`config.mk`:
```
export PLATFORM = sky130hd
export DESIGN_NAME = adc_decimating_averager
export DESIGN_NICKNAME = d
export VERILOG_FILES = /design/src/rtl/adc_avg_pkg.sv /design/src/rtl/adc_decimating_averager_axis_hold_reg.sv /design/src/rtl/adc_decimating_averager.sv
export SDC_FILE = /design/constraint.sdc
export NUM_CORES = 1
export LEC_CHECK = 0
export BUFFER_PORTS_ARGS = -buffer_cell sky130_fd_sc_hd__buf_2
export CORE_MARGIN = 2
export CORE_UTILIZATION = 55
export DETAILED_ROUTE_END_ITERATION = 7
export GPL_TIMING_DRIVEN = 0
export PLACE_DENSITY = 0.82
export SYNTH_ARGS = -nofsm -noshare
export SYNTH_HDL_FRONTEND = slang
export SYNTH_SLANG_ARGS = --single-unit
export TNS_END_PERCENT = 100
```
`constraint.sdc`:
```
create_clock -name clk -period 5.9 [get_ports clk]
set_input_delay 0.885 -clock clk [delete_from_list [all_inputs] [get_ports clk]]
set_output_delay 0.885 -clock clk [all_outputs]
set_load 0.01 [all_outputs]
```
`src/rtl/adc_avg_pkg.sv`:
```
// ---------------------------------------------------------------------------
// adc_avg_pkg
// Shared constants and helpers for the ADC decimating averager.
//   ADC_SAMPLE_W : native sample width of the ADC channel stream
//   AXIS_W       : AXI-Stream word width used on both ports
//   sext_to_axis : sign-extend the low w bits of a word to AXIS_W bits
// ---------------------------------------------------------------------------
package adc_avg_pkg;

  localparam int ADC_SAMPLE_W = 14;
  localparam int AXIS_W       = 32;

  // Bits at and above position w are replaced by bit w-1.
  // w must be in 1..AXIS_W.
  function automatic logic [AXIS_W-1:0] sext_to_axis(input logic [AXIS_W-1:0] v,
                                                     input int                w);
    logic [AXIS_W-1:0] r;
    for (int i = 0; i < AXIS_W; i++) begin
      r[i] = (i < w) ? v[i] : v[w-1];
    end
    return r;
  endfunction

endpackage

```
`src/rtl/adc_decimating_averager_axis_hold_reg.sv`:
```
// ---------------------------------------------------------------------------
// axis_hold_reg
// Single-entry AXI-Stream output register. A word offered on load_i is
// captured when the register is empty or is being emptied on the same edge.
// If the register is full and stalled, the offered word is discarded, the
// held word is kept, and dropped_o is raised for that cycle.
// Ports:
//   clk, rst   : clock, asynchronous active-high reset
//   load_i     : a new word is offered this cycle
//   data_i     : the offered word
//   ready_i    : downstream accept
//   data_o     : held word (stable while valid_o=1 and ready_i=0)
//   valid_o    : a word is pending
//   dropped_o  : combinational, the offered word is discarded this cycle
// ---------------------------------------------------------------------------
module axis_hold_reg #(
  parameter int W = 32
) (
  input  logic         clk,
  input  logic         rst,
  input  logic         load_i,
  input  logic [W-1:0] data_i,
  input  logic         ready_i,
  output logic [W-1:0] data_o,
  output logic         valid_o,
  output logic         dropped_o
);

  logic [W-1:0] data_q, data_d;
  logic         valid_q, valid_d;
  logic         can_load;

  // The register frees up on this edge if it is empty or transferring.
  assign can_load  = !valid_q || ready_i;
  assign dropped_o = load_i && !can_load;

  always_comb begin
    data_d  = data_q;
    valid_d = valid_q;
    if (load_i && can_load) begin
      data_d  = data_i;
      valid_d = 1'b1;
    end else if (valid_q && ready_i) begin
      valid_d = 1'b0;
    end
  end

  always_ff @(posedge clk or posedge rst) begin
    if (rst) begin
      data_q  <= '0;
      valid_q <= 1'b0;
    end else begin
      data_q  <= data_d;
      valid_q <= valid_d;
    end
  end

  assign data_o  = data_q;
  assign valid_o = valid_q;

endmodule

```
`src/rtl/adc_decimating_averager.sv`:
```
// ---------------------------------------------------------------------------
// adc_decimating_averager
// Sums 2^LOG2_DEC consecutive signed samples and emits their floor mean as a
// sign-extended 32-bit AXI-Stream word. The output word is held until
// downstream accepts it; a block completing while the output is stalled is
// dropped and counted.
// Build option: define ADC_AVG_FULLRES_EN to output the full unshifted block
// sum instead of the mean (requires DATA_W+LOG2_DEC <= 32).
// Ports:
//   clk, rst       : clock, asynchronous active-high reset
//   en             : accumulate enable (state holds while low)
//   clear          : synchronous clear of partial sum and overrun status
//   S_AXIS_tdata   : sample in bits [DATA_W-1:0], upper bits ignored
//   S_AXIS_tvalid  : sample qualifier (no backpressure on input)
//   M_AXIS_tdata   : block result, sign-extended
//   M_AXIS_tvalid  : result pending
//   M_AXIS_tready  : downstream accept
//   overrun        : sticky, a completed result was dropped
//   overrun_cnt    : saturating count of dropped results
// ---------------------------------------------------------------------------
module adc_decimating_averager
  import adc_avg_pkg::*;
#(
  parameter int DATA_W   = ADC_SAMPLE_W,
  parameter int LOG2_DEC = 6,
  parameter int OVR_W    = 16
) (
  input  logic              clk,
  input  logic              rst,
  input  logic              en,
  input  logic              clear,
  input  logic [AXIS_W-1:0] S_AXIS_tdata,
  input  logic              S_AXIS_tvalid,
  output logic [AXIS_W-1:0] M_AXIS_tdata,
  output logic              M_AXIS_tvalid,
  input  logic              M_AXIS_tready,
  output logic              overrun,
  output logic [OVR_W-1:0]  overrun_cnt
);

  localparam int ACC_W = DATA_W + LOG2_DEC;

  logic signed [ACC_W-1:0]    acc_q, acc_d;
  logic        [LOG2_DEC-1:0] cnt_q, cnt_d;
  logic                       overrun_q, overrun_d;
  logic        [OVR_W-1:0]    ovr_cnt_q, ovr_cnt_d;

  logic signed [ACC_W-1:0]    sample_ext;
  logic signed [ACC_W-1:0]    sum;
  logic                       accept;
  logic                       block_done;
  logic                       dropped;
  logic        [AXIS_W-1:0]   result_word;
  logic                       unused_tdata;

  assign unused_tdata = ^S_AXIS_tdata[AXIS_W-1:DATA_W];

  assign accept     = S_AXIS_tvalid && en && !clear;
  // Counter width is LOG2_DEC, so N-1 is the all-ones value.
  assign block_done = accept && (&cnt_q);
  assign sample_ext = {{LOG2_DEC{S_AXIS_tdata[DATA_W-1]}}, S_AXIS_tdata[DATA_W-1:0]};
  assign sum        = acc_q + sample_ext;

`ifdef ADC_AVG_FULLRES_EN
  if (ACC_W > AXIS_W) begin : g_fullres_width_check
    $error("ADC_AVG_FULLRES_EN needs DATA_W+LOG2_DEC <= 32");
  end
  assign result_word = sext_to_axis(AXIS_W'(unsigned'(sum)), ACC_W);
`else
  // Dropping the low LOG2_DEC bits of a two's-complement sum is the
  // arithmetic shift, i.e. floor division by N; the remaining DATA_W bits
  // always hold the full mean.
  assign result_word = sext_to_axis(AXIS_W'(sum[ACC_W-1:LOG2_DEC]), DATA_W);
`endif

  always_comb begin
    acc_d     = acc_q;
    cnt_d     = cnt_q;
    overrun_d = overrun_q;
    ovr_cnt_d = ovr_cnt_q;
    if (clear) begin
      acc_d     = '0;
      cnt_d     = '0;
      overrun_d = 1'b0;
      ovr_cnt_d = '0;
    end else begin
      if (block_done) begin
        acc_d = '0;
        cnt_d = '0;
      end else if (accept) begin
        acc_d = sum;
        cnt_d = cnt_q + 1'b1;
      end
      // dropped implies block_done, which already excludes clear.
      if (dropped) begin
        overrun_d = 1'b1;
        if (!(&ovr_cnt_q)) begin
          ovr_cnt_d = ovr_cnt_q + 1'b1;
        end
      end
    end
  end

  always_ff @(posedge clk or posedge rst) begin
    if (rst) begin
      acc_q     <= '0;
      cnt_q     <= '0;
      overrun_q <= 1'b0;
      ovr_cnt_q <= '0;
    end else begin
      acc_q     <= acc_d;
      cnt_q     <= cnt_d;
      overrun_q <= overrun_d;
      ovr_cnt_q <= ovr_cnt_d;
    end
  end

  // HOLD is simply M_AXIS_tvalid=1 inside the output register.
  axis_hold_reg #(
    .W (AXIS_W)
  ) u_out (
    .clk       (clk),
    .rst       (rst),
    .load_i    (block_done),
    .data_i    (result_word),
    .ready_i   (M_AXIS_tready),
    .data_o    (M_AXIS_tdata),
    .valid_o   (M_AXIS_tvalid),
    .dropped_o (dropped)
  );

  assign overrun     = overrun_q;
  assign overrun_cnt = ovr_cnt_q;

endmodule

```
==> results of run 1 <==
area by class of cell:
cell class,count,area share [%]
Clock buffer,12,3.523
Tap cell,75,2.278
Inverter,13,1.184
Timing Repair Buffer,70,8.867
Sequential cell,58,35.23
Multi-Input combinational cell,257,43.67
Buffer,27,4.282
Clock inverter,3,0.9718
kinds of logic after synthesis:
logic type	after synthesis	share of synthesized area, %
compound gates	85	16.45
mux	12	3.816
buf+inv	40	6.480
xor+xnor	33	8.315
flops	58	41.76
simple gates	105	15.05
fa+ha+maj	22	8.135
state kept, by name, indices dropped and copies added, names as in the netlist:
name           flops
cnt_q              6
u_out.data_o      14
overrun_cnt       16
u_out.valid_o      1
overrun            1
acc_q             20
metal layers:
metal / GRT usage (%) / vias to the layer above / wire (um)
met3: 3.066 / 11 / 317
met2: 36.80 / 78 / 3662
met1: 31.83 / 1365 / 3550
met5: 0 / - / 0
li1: - / 1409 / -
met4: 7.918 / 0 / 102
power breakdown:
part | internal (mW) | switching [mW] | total [mW]
combinational | 0.0669 | 0.0951 | 0.162
clock | 0.203 | 0.151 | 0.355
sequential | 0.414 | 0.0113 | 0.425
total | 0.684 | 0.258 | 0.941
through the flow:
step / hold WS [ns] / worst slack (ns) / instances
after CTS: 0.4838 / 2.628 / 515
final: 0.4834 / 2.619 / 515
after global routing: 0.5103 / 2.267 / 515
after global placement: 0.4562 / 2.294 / 499
after floorplan: 0.4499 / 2.825 / 355
after detailed placement: 0.4690 / 2.300 / 500
worst max path at each step:
stage,end,slack [ns],cells after the start
global placement,u_out.data_o[10],2.29,11
global route,u_out.data_o[10],2.27,11
CTS,u_out.data_o[10],2.63,11
floorplan,u_out.data_o[10],2.83,10
detailed placement,u_out.data_o[10],2.30,11
finish,u_out.data_o[10],2.62,11
worst min-delay path, stage by stage (launching register included):
cell and delay [ns]:
dfrtp_1 0.34, nand2_1 0.05, o21ai_0 0.06
layout by cell type (no fill, tap or decap), types with 3 or more instances in the layout:
master	synthesis	routed
nand2b_1	6	6
inv_1	13	12
clkbuf_1	8	10
a31oi_1	6	6
xor2_1	24	24
buf_4	18	18
and2_1	5	5
mux2_2	10	10
and4_1	4	4
ha_1	21	21
a21o_1	10	10
nor2_1	29	29
dfrtp_1	58	58
o211ai_1	3	3
nand4_1	8	8
a21oi_1	18	18
buf_2	0	69
o21ai_0	21	21
nand2_1	31	31
clkbuf_8	0	10
xnor2_1	9	9
a22o_1	12	12
nand3_1	11	11
==> impl_metrics.toml, run 1 <==
[timing]
timing.fmax_ghz = 0.3048
final-setup-viol-count = 0
slew_headroom_pct = 56.49
drv_slew = 0
fin_skew_ns = 0.01042
rsz0062_at_grt = "no"
final_hold_viol_count = 0
fin_crit_ns = 3.281
fin_crit_sh_pct = 55.61
finalSetupTns_ns = 0
tightest_slew_ns = 0.6362

[synthesis]
yosys_warnings = 0
ys_seq_area_share_pct = 41.76
synth.area.top_cells = "dfrtp_1 (42%), ha_1 (7.6%), xor2_1 (6.0%)"
yosys-top-cells-count = "dfrtp_1 (58), nand2_1 (31), nor2_1 (29)"
synth_fp_nets = 415
synth_top_area_cell = "dfrtp_1"
syn_area_per_cell_sq_um = 9.791
synth_cell_type_count = 44
yosysTopAreaCellShare_pct = 41.76
synth_most_common_cell = "dfrtp_1"
synthArstFlopShare_pct = 100.0
synth_seq_cells = 58
netlist_instances = 355
netlist_area_sq_um = 3476
synth_edf_count = 0
synth_ff_type = "dfrtp_1"

[grt]
grt_pass1_vias = 2789
grt_pass1_wl_um = 13010
antenna_found_initial = 0
grt-ovfl-total = 0
track_usage_pct = 22.80
grt_max_degree = 45

[power_and_ir_drop]
ir_worst_vdd_uv = 179.9
p_leak_nw = 2.202
total_power_mw = 0.9414
power_density_nw_per_um2 = 228.5

[worst_setup_path]
critPathBufInv = 2
cp_slowest_stage_delay_ns = 0.62
crit_type = "in -> reg"
crit_slowest_cell = "a2111oi_0"
path_cells = "buf_2 -> ha_1 -> inv_1 -> fa_1 -> nor2b_1 -> o2111ai_1 -> a2111oi_0 -> nor2_1 -> o31ai_1 -> xor2_1 -> mux2_2"
worstSetupStartpoint = "S_AXIS_tdata[0]"
reg2reg_depth = 10
r2r_end = "u_out.data_o[10]"
start_kind = "input pin"
reg2reg_from = "acc_q[0]"
crit_family = "compound AO/OA/AOI/OAI gates"
worstPathRequired_ns = 6.12
arrival_ns = 3.50
r2r_setup_slack_ns = 2.88
critical_path.endpoint_type = "register"
worst-path-max-fanout = 4

[layout]
layout-drive-gt1-share_pct = 26.82
final_area_sq_um = 4120
n_antenna_cell = 0
fin_nets = 496
multiInputGateArea_sq_um = 1799
syn2layout_area_growth_pct = 18.54
regArea_sq_um = 1451
nFillCells = 478
utilization_pct = 68.38

[clock_tree]
cts_tree = "done"
holdBufCountCts = 0
clock_latency_ns = 0.33
clkSlewWorstSetupHoldPaths_ns = 0.07
cts_resized = 0
cts_sinks = 58
cts_setup_buffers = 0
h-tree-depth = 3
numCtsBuffers = 9
clk_path_buf_depth = 2
cts-root-buf = "clkbuf_8"

[status]
status = "finished clean"

[place]
gp_congestion = 0.8969
place_hpwl_um = 5554
portBuffers = 69
postPlaceCellArea_sq_um = 3935

[route]
vias_per_cell = 5.559
wl_per_cell_um = 14.82
drt-pass1-iter-count = 4
post-route-drc-count = 0
wl_um = 7633
drt-initial-drc-count = 202
ant_nets = 0
vias = 2863

[floorplan]
core_sq_um = 6026
num_io_pins = 88
rows = 28
die-area_sq_um = 6971
start_util_pct = 57.68
die_w_um = 83.50
die_height_um = 83.50

[hold_path]
hold_depth = 2
hold_path.class = "reg -> reg"
hold_start = "u_out.data_o[4]"
whs_endpoint = "u_out.data_o[4]"

[flow_run]
drv_cap = 0
Power figures use the tool's default switching activity.
==> inputs of run 2 (changes only) <==
Settings changed: CORE_UTILIZATION 55 to 48, PLACE_DENSITY 0.82 to 0.76.
Clock period 5.9 ns to 3 ns, I/O delays scaled along.
==> impl_metrics.toml, run 2 (synthesis gave the netlist of run 1 again) <==
[layout]
final_common_cell = "buf_2"
syn2layout_area_growth_pct = 20.27
layout-drive-gt1-share_pct = 27.50
fin_nets = 496
utilization_pct = 58.57
n_antenna_cell = 0
top_register = "acc_q"
largest_reg_flops = 20
final_area_sq_um = 4180
nFillCells = 654
layout_common_cells = "buf_2 (69), dfrtp_1 (58), nand2_1 (31)"

[power_and_ir_drop]
ir_worst_vdd_uv = 261.2
p_leak_nw = 2.214
total_power_mw = 1.905
power_density_nw_per_um2 = 455.7

[clock_tree]
numCtsBuffers = 9
clock_latency_ns = 0.34
cts-root-buf = "clkbuf_8"
cts_tree = "done"
clk_path_buf_depth = 2
cts_sinks = 58
h-tree-depth = 3
clkSlewWorstSetupHoldPaths_ns = 0.07
holdBufCountCts = 0

[worst_setup_path]
crit_slowest_cell = "fa_1"
start_kind = "register"
worstPathRequired_ns = 3.22
critical_path.endpoint_type = "register"
path_cells = "ha_1 -> inv_1 -> fa_1 -> nor2b_1 -> o2111ai_1 -> a2111oi_2 -> nor2_1 -> o31ai_2 -> xor2_1 -> mux2_2"
arrival_ns = 2.91
cp_slowest_stage_delay_ns = 0.40
crit_type = "reg -> reg"
worst-path-max-fanout = 4

[floorplan]
rows = 31
die_height_um = 89.10
start_util_pct = 48.70
num_io_pins = 88
die-area_sq_um = 7938
core_sq_um = 7137
die_w_um = 89.10

[place]
place_ws_ns = -0.1593
place_hpwl_um = 5580
gp_congestion = 0.9343
postPlaceCellArea_sq_um = 3965
portBuffers = 69

[timing]
timing.fmax_ghz = 0.3711
tightest_slew_ns = 0.5946
final-setup-viol-count = 0
setup_ws_ns = 0.3053
slew_headroom_pct = 60.30
fin_crit_sh_pct = 89.82
drv_slew = 0
fin_crit_ns = 2.695
finalSetupTns_ns = 0
final_hold_viol_count = 0
rsz0062_at_grt = "no"
fin_skew_ns = 0.008015

[route]
drt-pass1-iter-count = 4
wl_um = 7627
vias = 2830
ant_nets = 0
vias_per_cell = 5.250
post-route-drc-count = 0
drt-initial-drc-count = 154
wl_per_cell_um = 14.15

[hold_path]
hold_path.class = "in -> async"

[grt]
grt-ovfl-total = 0
grt_pass1_wl_um = 12280
grt_pass1_vias = 2616
antenna_found_initial = 0
met3_usage_pct = 5.540
track_usage_pct = 20.09
grt_busiest_layer = "met2"
grt_max_degree = 34
grt_util_met1_pct = 27.07
met2_usage_pct = 31.38

[status]
status = "finished clean"

[flow_run]
drv_cap = 0
-- run 2: cell type report --
class                   count  area (sq um)  share of cell area (%)
plain buffers              27         176.4                   4.220
clock buffers              13         168.9                   4.041
clock inverters             2         35.03                  0.8381
inverters                  13         48.80                   1.167
multi-input cells         257          1810                   43.31
flip-flops and latches     58          1451                   34.72
well taps                  99         123.9                   2.963
repair buffers             70         365.4                   8.740
-- run 2: path summary, 6_finish.rpt --
check | startpoint | to | slack, ns | cells after the start
max | acc_q[0] | u_out.data_o[10] | 0.31 | 10
min in group clk | M_AXIS_tready | u_out.valid_o | 0.44 | 3
max reg2reg | acc_q[0] | u_out.data_o[10] | 0.31 | 10
min | rst | overrun_cnt[8] | 0.17 | 2
min reg2reg | acc_q[5] | acc_q[5] | 0.49 | 2
max in group asynchronous | rst | acc_q[19] | 2.24 | 3
-- run 2: what timing repair did --
item                                    4_1_cts  5_1_grt
resized for setup                             0        3
setup buffers                                 0        0
endpoints found under the setup margin        0        6
-- run 2: per-stage QoR --
stage	cells	hold slack [ns]
after floorplan	355	0.4499
after global placement	523	0.4594
after detailed placement	524	0.4795
after CTS	539	0.1890
after global routing	539	0.2210
final	539	0.1726
-- run 2: layer usage --
metal | routed length (um) | up-vias | part of all wire [%]
li1 | - | 1417 | -
met1 | 3600 | 1345 | 47
met2 | 3557 | 57 | 47
met3 | 322 | 11 | 4.2
met4 | 147 | 0 | 1.9
met5 | 0 | - | 0
-- run 2: power by group --
part,leakage (nW),switching [mW],internal [mW]
Sequential,0.798,0.0211,0.813
Clock,0.106,0.303,0.446
Combinational,1.31,0.190,0.132
Total,2.21,0.513,1.39
-- run 2: worst max-delay path, delay by kind of cell (launching register included) --
kind            cells  cell delay, ns
compound gates      3            0.86
fa+ha+maj           2            0.59
flops               1            0.36
simple gates        2            0.32
mux                 1            0.27
xor+xnor            1            0.13
buf+inv             1            0.06
